$ cat src/rtl/binary_erode.sv
// -----------------------------------------------------------------------------
// binary_erode
//
// Purpose:
//   3x3 morphological erosion of a binarised pixel stream. It sits after the
//   threshold/binarisation stage and in front of the VGA output. Isolated white
//   specks are removed and white regions are thinned by one pixel on each side.
//   The 3x3 window is built from two 1-bit line buffers plus the current row.
//   Output pixel at input position (r,c) is the AND of rows r-2..r and columns
//   c-2..c, so the window is centred on (r-1,c-1). The first two rows and the
//   first two columns of every frame are forced black.
//
//   Data and both sync qualifiers leave the block exactly 3 pclk after they
//   entered it (stage 1: capture/line-buffer read, stage 2: window shift,
//   stage 3: output register).
//
// Build option:
//   BINARY_ERODE_DILATE_EN - when defined the block performs dilation (OR of the
//   9 window bits) instead of erosion. Border forcing, ports, latency and sync
//   behaviour are identical in both builds.
//
// Parameters:
//   H_ACTIVE - active pixels per line, sets the line-buffer depth
//   COL_W    - column counter width, 2**COL_W must be >= H_ACTIVE+1
//
// Ports:
//   pclk       in   pixel clock
//   rst_n      in   synchronous, active-low reset
//   data_bin   in   binary pixel (16'hffff white, 16'h0000 black), bit 0 used
//   hsync_bin  in   high while an active pixel is presented, one per pclk
//   vsync_bin  in   high for the whole active frame
//   data_ero   out  eroded pixel, 16'hffff or 16'h0000
//   hsync_ero  out  hsync_bin delayed 3 pclk
//   vsync_ero  out  vsync_bin delayed 3 pclk
// -----------------------------------------------------------------------------
module binary_erode #(
   parameter int H_ACTIVE = 640,
   parameter int COL_W    = 10
) (
   input  logic        pclk,
   input  logic        rst_n,
   input  logic [15:0] data_bin,
   input  logic        hsync_bin,
   input  logic        vsync_bin,
   output logic [15:0] data_ero,
   output logic        hsync_ero,
   output logic        vsync_ero
);

   localparam int               AW         = (H_ACTIVE > 1) ? $clog2(H_ACTIVE) : 1;
   localparam logic [COL_W-1:0] L_H_ACTIVE = COL_W'(H_ACTIVE);
   localparam logic [COL_W-1:0] L_COL_TWO  = COL_W'(2);

   // --------------------------------------------------------------------------
   // Input pixel
   // --------------------------------------------------------------------------
   logic w_p;
   logic w_unused_bits;

   assign w_p           = data_bin[0];
   // Upper data bits are copies of bit 0 on a clean binary stream.
   assign w_unused_bits = ^data_bin[15:1];

   // --------------------------------------------------------------------------
   // Column / row counters
   // r_col and r_row hold the position of the pixel currently on the input.
   // --------------------------------------------------------------------------
   logic [COL_W-1:0] r_col;
   logic [1:0]       r_row;
   logic             r_hs_prev;
   logic [1:0]       w_row;

   always_ff @(posedge pclk) begin
      if (!rst_n) begin
         r_col     <= '0;
         r_row     <= '0;
         r_hs_prev <= 1'b0;
      end else begin
         r_hs_prev <= hsync_bin;

         if (!hsync_bin) begin
            r_col <= '0;
         end else if (r_col != L_H_ACTIVE) begin
            r_col <= r_col + 1'b1;
         end

         // Advance one row at the end of each line inside the frame.
         if (!vsync_bin) begin
            r_row <= '0;
         end else if (r_hs_prev && !hsync_bin && (r_row != 2'd3)) begin
            r_row <= r_row + 2'd1;
         end
      end
   end

   // A pixel presented while the frame is inactive is treated as row 0 even on
   // the very cycle vsync drops, so it can never produce a white output.
   assign w_row = vsync_bin ? r_row : 2'd0;

   // --------------------------------------------------------------------------
   // Line buffers
   // lb1 holds row r-1, lb2 holds row r-2. Both are read at the current column
   // with registered reads (these read registers are part of stage 1).
   // lb1 is read-first: the old value is captured while p is written.
   // lb2 receives the old lb1 value one cycle later, using the registered lb1
   // read, so neither RAM needs an asynchronous read. The delayed write can
   // never collide with a read of the same column: consecutive pixels always
   // address different columns, and a new line needs at least one hsync-low
   // cycle before the column counter returns to 0.
   // --------------------------------------------------------------------------
   logic             w_lb_en;
   logic [AW-1:0]    w_addr;

   logic             r_lb1 [0:H_ACTIVE-1];
   logic             r_lb2 [0:H_ACTIVE-1];

   logic             r_s1_up1;
   logic             r_s1_up2;
   logic             r_s1_we;
   logic [AW-1:0]    r_s1_addr;

   // Pixels beyond H_ACTIVE are neither read nor written; nothing is written
   // while in reset.
   assign w_lb_en = rst_n && hsync_bin && (r_col < L_H_ACTIVE);
   assign w_addr  = r_col[AW-1:0];

   always_ff @(posedge pclk) begin
      if (w_lb_en) begin
         r_lb1[w_addr] <= w_p;
         r_s1_up1      <= r_lb1[w_addr];
      end
   end

   always_ff @(posedge pclk) begin
      if (r_s1_we) begin
         r_lb2[r_s1_addr] <= r_s1_up1;
      end
      if (w_lb_en) begin
         r_s1_up2 <= r_lb2[w_addr];
      end
   end

   // --------------------------------------------------------------------------
   // Stage 1: capture pixel, position and syncs alongside the line-buffer reads
   // --------------------------------------------------------------------------
   logic             r_s1_p;
   logic [COL_W-1:0] r_s1_col;
   logic [1:0]       r_s1_row;
   logic             r_s1_hs;
   logic             r_s1_vs;

   always_ff @(posedge pclk) begin
      if (!rst_n) begin
         r_s1_p    <= 1'b0;
         r_s1_col  <= '0;
         r_s1_row  <= '0;
         r_s1_hs   <= 1'b0;
         r_s1_vs   <= 1'b0;
         r_s1_we   <= 1'b0;
         r_s1_addr <= '0;
      end else begin
         r_s1_p    <= w_p;
         r_s1_col  <= r_col;
         r_s1_row  <= w_row;
         r_s1_hs   <= hsync_bin;
         r_s1_vs   <= vsync_bin;
         r_s1_we   <= w_lb_en;
         r_s1_addr <= w_addr;
      end
   end

   // --------------------------------------------------------------------------
   // Stage 2: 3x3 window
   // r_win[0] is column c-2, r_win[2] is column c. Each entry is the column
   // {row r-2, row r-1, row r}. The window only moves on active pixels, so gaps
   // between pixels never leak into the neighbourhood.
   // The border decision is also made here so stage 3 only needs one flag.
   // --------------------------------------------------------------------------
   logic [2:0] r_win [0:2];
   logic       r_s2_ok;
   logic       r_s2_hs;
   logic       r_s2_vs;
   logic       w_s1_ok;

   assign w_s1_ok = r_s1_hs
                    && (r_s1_row >= 2'd2)
                    && (r_s1_col >= L_COL_TWO)
                    && (r_s1_col <  L_H_ACTIVE);

   always_ff @(posedge pclk) begin
      if (!rst_n) begin
         for (int i = 0; i < 3; i++) begin
            r_win[i] <= '0;
         end
         r_s2_ok <= 1'b0;
         r_s2_hs <= 1'b0;
         r_s2_vs <= 1'b0;
      end else begin
         if (r_s1_hs) begin
            r_win[0] <= r_win[1];
            r_win[1] <= r_win[2];
            r_win[2] <= {r_s1_up2, r_s1_up1, r_s1_p};
         end
         r_s2_ok <= w_s1_ok;
         r_s2_hs <= r_s1_hs;
         r_s2_vs <= r_s1_vs;
      end
   end

   // --------------------------------------------------------------------------
   // Window reduction: per-column reduction, then across the three columns
   // --------------------------------------------------------------------------
   logic [2:0] w_col_red;
   logic       w_win_res;

   genvar gi;
   generate
      for (gi = 0; gi < 3; gi++) begin : g_col
`ifdef BINARY_ERODE_DILATE_EN
         assign w_col_red[gi] = |r_win[gi];
`else
         assign w_col_red[gi] = &r_win[gi];
`endif
      end
   endgenerate

`ifdef BINARY_ERODE_DILATE_EN
   assign w_win_res = |w_col_red;
`else
   assign w_win_res = &w_col_red;
`endif

   // --------------------------------------------------------------------------
   // Stage 3: output register with border forcing
   // --------------------------------------------------------------------------
   logic r_res;
   logic r_hs3;
   logic r_vs3;

   always_ff @(posedge pclk) begin
      if (!rst_n) begin
         r_res <= 1'b0;
         r_hs3 <= 1'b0;
         r_vs3 <= 1'b0;
      end else begin
         r_res <= r_s2_ok && w_win_res;
         r_hs3 <= r_s2_hs;
         r_vs3 <= r_s2_vs;
      end
   end

   assign data_ero  = {16{r_res}};
   assign hsync_ero = r_hs3;
   assign vsync_ero = r_vs3;

endmodule

$ cat config.mk
export PLATFORM = sky130hd
export DESIGN_NAME = binary_erode
export DESIGN_NICKNAME = d
export VERILOG_FILES = /design/src/rtl/binary_erode.sv
export SDC_FILE = /design/constraint.sdc
export NUM_CORES = 2
export LEC_CHECK = 0
export BUFFER_PORTS_ARGS = -buffer_cell sky130_fd_sc_hd__buf_2
export CORE_MARGIN = 5
export CORE_UTILIZATION = 57
export CTS_CLUSTER_DIAMETER = 120
export DETAILED_ROUTE_END_ITERATION = 16
export HOLD_SLACK_MARGIN = 0.12
export PLACE_DENSITY = 0.77
export SYNTH_ARGS = -nofsm -noshare
export SYNTH_HDL_FRONTEND = slang
export SYNTH_SLANG_ARGS = --single-unit
$ cat constraint.sdc
create_clock -name pclk -period 8.8 [get_ports pclk]
set_input_delay 0.44 -clock pclk [delete_from_list [all_inputs] [get_ports pclk]]
set_output_delay 0.44 -clock pclk [all_outputs]
set_load 0.05 [all_outputs]
After elaboration in Yosys (flattened, before gate mapping)

Memories as Yosys holds them, arrays and structs flattened. A register that Yosys moved wholly into a read port is not among the register bits.
Cells that the tools add are included.
W data, S select, Z words.

Bitwise gates (word level): 3
Equality and inequality tests: 2
Mux-type cells: 11
Reductions and logical operators: 12
Order comparisons: 4
$add $sub $neg: 2

Operators with widths:

| cell                    | count |
|---|---|
| $lt A10 B10 Y1 const B  | 2 |
| $add A10 B1 Y10 const B | 1 |
| $ge A10 B2 Y1 const B   | 1 |
| $ne A10 B10 Y1 const B  | 1 |
| $mux W3                 | 3 |
| $reduce_and A9 Y1       | 1 |
| $logic_and A1 B1 Y1     | 8 |
| $mux W1                 | 8 |
| $reduce_and A2 Y1       | 2 |
| $or A1 B1 Y1            | 3 |
| $add A2 B1 Y2 const B   | 1 |
| $ge A2 B2 Y1 const B    | 1 |
| $ne A2 B2 Y1 const B    | 1 |
| $logic_not A1 Y1        | 1 |

Register bits after elaboration: 34
Word-level logic and storage cells: 51
Output and inout bits: 18
Memories kept: 3
Bits in writable memories: 1289

Memories:

| memory | depth | bits a word | read ports | clocked after memory_dff | write ports | line | text |
|---|---|---|---|---|---|---|---|
| r_lb1  | 640   | 1           | 1          | 1                        | 1           | 114  | `logic r_lb1 [0:H_ACTIVE-1];` |
| r_lb2  | 640   | 1           | 1          | 1                        | 1           | 115  | `logic r_lb2 [0:H_ACTIVE-1];` |
| r_win  | 3     | 3           | 3          | 0                        | 3           | 179  | `logic [2:0] r_win [0:2];` |

Logic depth before layout (Yosys ltp)

Depth in word-level cells: 4
Depth in mapped cells: 12

Worst setup path before layout

OpenSTA, ideal clock, no wires.

Path type: register -> register
Start: register r_s1_up1, read port of r_lb1
End: memory r_lb2[0], data pin
Required time: 7.054 ns
Path slack: -0.579 ns
Period minus slack after synthesis: 9.379 ns
Stages on the path, launching flop included: 1
Arrival: 7.633 ns
Path through: edfxtp_1

RTL lines:

| element            | line | text |
|---|---|---|
| start: declaration | 117  | `logic r_s1_up1;` |
| end: declaration   | 115  |  |

Straight into the memory's write port.

Worst setup path in the final report

Start: register r_col[0]
End: register r_s1_up2, read port of r_lb2, data pin

Cells in the longest elaborated chain, start to end: 2

Ends and longest elaborated chain:

| element                  | line | text |
|---|---|---|
| start: declaration       | 68   | `logic [COL_W-1:0] r_col;` |
| start signal: assignment | 84   | `r_col <= r_col + 1'b1;` |
| $lt A10 B10 Y1           | 124  | `assign w_lb_en = rst_n && hsync_bin && (r_col < L_H_ACTIVE);` |
| $logic_and A1 B1 Y1      | 124  |  |
| end: declaration         | 118  | `logic r_s1_up2;` |

Parallel ways exist; a longest one is shown, timed or not.
A chain may end at the register's enable or synchronous reset.

==> results list <==
- Worst-path maximum fanout: 44
- Once layout is complete, the utilization of the core stands at 62.2%.
* Routed wire length: 154000 um
* Leading register cell type out of synthesis: sky130_fd_sc_hd__edfxtp_1
* Fraction of synthesized cell area taken by the top area cell type: between 60% and 70%
* Worst hold-check path type: in -> reg
- In this run the count of I/O pins placed on the die edge is 38.
- Worst min-delay path startpoint: hsync_bin
- Setup violations remaining at the end of the flow were counted as 0.
* Total power density per cell area: 202 mW/mm^2
- TritonCTS clock tree: yes
- For this run, design rule violations remaining after detail routing come to 0.
* Arrival time reported for the critical path endpoint: 5.06 ns
* Ratio of cells with drive above 1 in the final layout: 10.0%
* Final nets: 4199
- Clock-pin slew was measured on the worst setup and hold paths at around 0.06 ns.
- Critical path data required time: roughly 9.3 ns
- Maximum vdd ir drop: around 0.20 mV
- After detailed placement, the design holds a cell count of about 5300.
- Skew-Pair Late Insertion Delay: approximately 0.76 ns
- The largest total area in the synthesized netlist belongs to sky130_fd_sc_hd__edfxtp_1.
- For this run, asynchronously set or reset flops after synthesis account for 0%.
- CP top delay family: simple AND/OR/NAND/NOR gates
* Post-DP HPWL: approximately 81000 um
- Part of the cycle the worst path needs: 51.9%
* Cell with the biggest individual delay on the critical path: sky130_fd_sc_hd__buf_4
- The root buffer cell chosen for the clock tree is sky130_fd_sc_hd__clkbuf_16.
- Growth of design area from synthesis to finish: 8.71%
- Total via count in the routed design: 36400
- Combined buffer and inverter count along the critical path: 2
- Worst setup timing slack at the placement stage: 4.30 ns
* Global route overflow: 0
* Highest Clock Rate: 219 MHz
* Number of buffers inserted by post-CTS setup repair: 0
* Global placement routability congestion: 0.836
- Post-cts hold buffer count: 1
- Delay contributed by the slowest stage of the critical path: ~0.82 ns
* P_leak: 17.8 nW
- By area the synthesized netlist is led by sky130_fd_sc_hd__edfxtp_1 68%, sky130_fd_sc_hd__nor2_1 8.9%, sky130_fd_sc_hd__mux2i_1 8.4%.
* Number of filler instances in the final layout: 7162
* Post-route antenna net violation count: 0
- For this run, the detailed router's first-pass iteration total came to 7.
- STA classifies the critical path startpoint as a flip-flop.
* Cell depth of the worst hold path: 4
- The mapped netlist covers 0.0571 mm^2.
- Clock tree synthesis found a total of 1324 sinks.
* Max-cap violation count: 0
- The flow ran to the end, and the final reports show no timing, DRC or antenna violations.
- In this run the critical register-to-register path is captured at r_s1_up2$_DFFE_PP_.
* Floorplan die height: 326 um
- Setup repair after global routing missed its margin: false
* Origin of the critical flop-to-flop path: r_col[0]$_SDFFE_PN0N_
- The Yosys step of the flow raised 0 warnings.
- Post-DR vias/cell: 6.52
* Pin count of the biggest net entering global routing: around 270
- Commonest non-fill, non-tap cells in the layout: 1349 x sky130_fd_sc_hd__nor2_1, 1291 x sky130_fd_sc_hd__edfxtp_1, 477 x sky130_fd_sc_hd__mux2i_1
- The worst path meets setup with 4.23 ns of slack.
* H-tree depth reported by CTS: 4
- At the pin with the least slew margin, the transition time is about 1.3 ns.
* TritonCTS buffer count: 134
- For this configuration, the core starts out at a cell density of 57.2%.
- Die span in x: roughly 330 um
* Endpoints failing hold: 0
- End of the worst hold path: r_row[0]$_SDFFE_PN0P_
* Number of flops mapped to enable cells by yosys: 1291
- Post-route minimum period: 4.57 ns
* Register-to-Register Setup Slack: 4.23 ns
* Synthesized net count: approximately 4300
- Number of I/O port buffers: 22
* Buffers from clock root to sink, at most: 3
- The number of cells on the worst reg-to-reg path is 9.
- The number of gates resized after CTS was 0.
* Worst Setup End Kind: flip-flop
* Overall track demand over capacity in global routing: 28.2%
- Leaving out fill and tap cells, the most frequent cell in the layout is sky130_fd_sc_hd__nor2_1.
- WL per Instance: 27.7 um
- Count of routing violations after the opening detailed-route iteration: between 6000 and 7000
- The die covers 0.107 mm^2.
- Post-Layout Cell Count: roughly 5600
* Number of global-route vias before repair: 34700
- Number of max-slew violations in the final report: 0
- Synthesized area divided by synthesized cell count: approximately 13 um^2
- FF+latch count, synth: 1324
* Relative max-transition margin: 11.0%
- Row generation in the floorplan step produced 116 rows.
* Post-Synthesis Cells: 4288
* Area inside the core boundary: 0.0997 mm^2
- Worst-path cell chain: buf_4, nand4bb_4, buf_4, o22ai_1, or4_1, nor4_1, a31oi_1, a31oi_1, nand4_1
* Number of distinct standard cells referenced by the synthesized netlist: 54
- The worst setup path is of the reg -> reg kind.
* Sequential-to-total area share from yosys stat: 69.1%
* Global-route wire length before repair: 221000 um
- Worst setup skew after layout: 0.0321 ns
* Initial antenna violation count: 3
-- through the flow --
step	total power, mW	instance area, um^2	hold WS (ns)	setup TNS (ns)
detailed placement	7.36	58000	0.421	0
finish	12.6	62000	0.170	0
floorplan	7.28	57100	0.412	-370.41
CTS	12.6	62000	0.126	0
global placement	7.35	58000	0.413	0
global route	12.9	62000	0.170	0
-- kinds of logic (layout without fill, tap and decap cells) --
| family | count (synthesis) | after routing | synth area share, % |
|---|---|---|---|
| fa+ha+maj | 5 | 5 | 0.110 |
| mux | 569 | 569 | 11.9 |
| compound gates | 287 | 287 | 3.20 |
| other cells | 0 | 1 | 0 |
| flops | 1324 | 1324 | 69.1 |
| xor+xnor | 10 | 10 | 0.153 |
| buf+inv | 375 | 366 | 3.17 |
| simple gates | 1718 | 1718 | 12.4 |
-- worst register-to-register path, cell delays in order (launching register included) --
cell and delay [ns]:
sky130_fd_sc_hd__dfxtp_4 0.71, sky130_fd_sc_hd__buf_4 0.85, sky130_fd_sc_hd__nand4bb_4 0.49, sky130_fd_sc_hd__buf_4 0.53
sky130_fd_sc_hd__o22ai_1 0.17, sky130_fd_sc_hd__or4_1 0.56, sky130_fd_sc_hd__nor4_1 0.24, sky130_fd_sc_hd__a31oi_1 0.15
sky130_fd_sc_hd__a31oi_1 0.45, sky130_fd_sc_hd__nand4_1 0.17
-- flip-flops by register name, summed over array words and instances (netlist names) --
| name | count |
|---|---|
| r_s1_up1 | 1 |
| r_s2_hs | 1 |
| r_win | 9 |
| r_s2_ok | 1 |
| r_lb1 | 640 |
| r_s1_vs | 1 |
| r_s1_hs | 1 |
| r_col | 10 |
| r_s1_row | 1 |
| r_s1_up2 | 1 |
| r_s1_col | 10 |
| r_s1_we | 1 |
| hsync_ero | 1 |
| vsync_ero | 1 |
| r_lb2 | 640 |
| r_s1_p | 1 |
| r_s2_vs | 1 |
| r_res | 1 |
| r_row | 2 |
-- worst max-delay path by stage --
stage               cells after the start  slack (ns)                   from                  to
global route                            9        4.05  r_col[0]$_SDFFE_PN0N_  r_s1_up2$_DFFE_PP_
finish                                  9        4.23  r_col[0]$_SDFFE_PN0N_  r_s1_up2$_DFFE_PP_
CTS                                     9        4.32  r_col[0]$_SDFFE_PN0N_  r_s1_up2$_DFFE_PP_
detailed placement                      9        4.30  r_col[0]$_SDFFE_PN0N_  r_s1_up2$_DFFE_PP_
floorplan                               0       -0.58     r_s1_up1$_DFFE_PP_  r_lb2[0]$_DFFE_PP_
global placement                        9        4.31  r_col[0]$_SDFFE_PN0N_  r_s1_up2$_DFFE_PP_
-- cell type report --
type,count,area (um^2),area share (%)
multi-input cells,2589,16000,25.8
repair buffers,118,893,1.44
clock inverters,65,514,0.829
clock buffers,176,3530,5.69
well taps,1298,1620,2.62
inverters,7,26.3,0.0424
diodes,1,2.50,0.00403
flip-flops and latches,1324,39400,63.6
-- where the power goes --
group | total [mW] | switching [mW] | internal, mW
registers | 6.93 | 0.0122 | 6.92
clock network | 5.33 | 2.39 | 2.94
logic | 0.301 | 0.202 | 0.0996
-- cell usage after synthesis, drive strengths merged, types with 7 or more instances --
| library cell | number |
|---|---|
| nor2 | 1349 |
| edfxtp | 1291 |
| mux2i | 477 |
| o22ai | 209 |
| clkbuf | 202 |
| buf | 166 |
| nand2 | 121 |
| mux4 | 87 |
| nand3 | 67 |
| nor4 | 36 |
| dfxtp | 33 |
| nor3 | 32 |
| o21ai | 28 |
| a22oi | 25 |
| and2 | 25 |
| and3 | 17 |
| nand4 | 17 |
| nor2b | 11 |
| a31oi | 8 |
| nor3b | 8 |
| inv | 7 |
-- per-layer routing --
| metal | GRT usage, % | vias to the layer above | routed length [um] |
|---|---|---|---|
| met3 | 7.22 | 568 | 20600 |
| met1 | 37.7 | 17900 | 54500 |
| met5 | 0 | - | 0 |
| li1 | - | 15400 | - |
| met4 | 13.5 | 0 | 8760 |
| met2 | 43.9 | 2553 | 70600 |
Note: power is estimated with default switching activity, not from simulation.
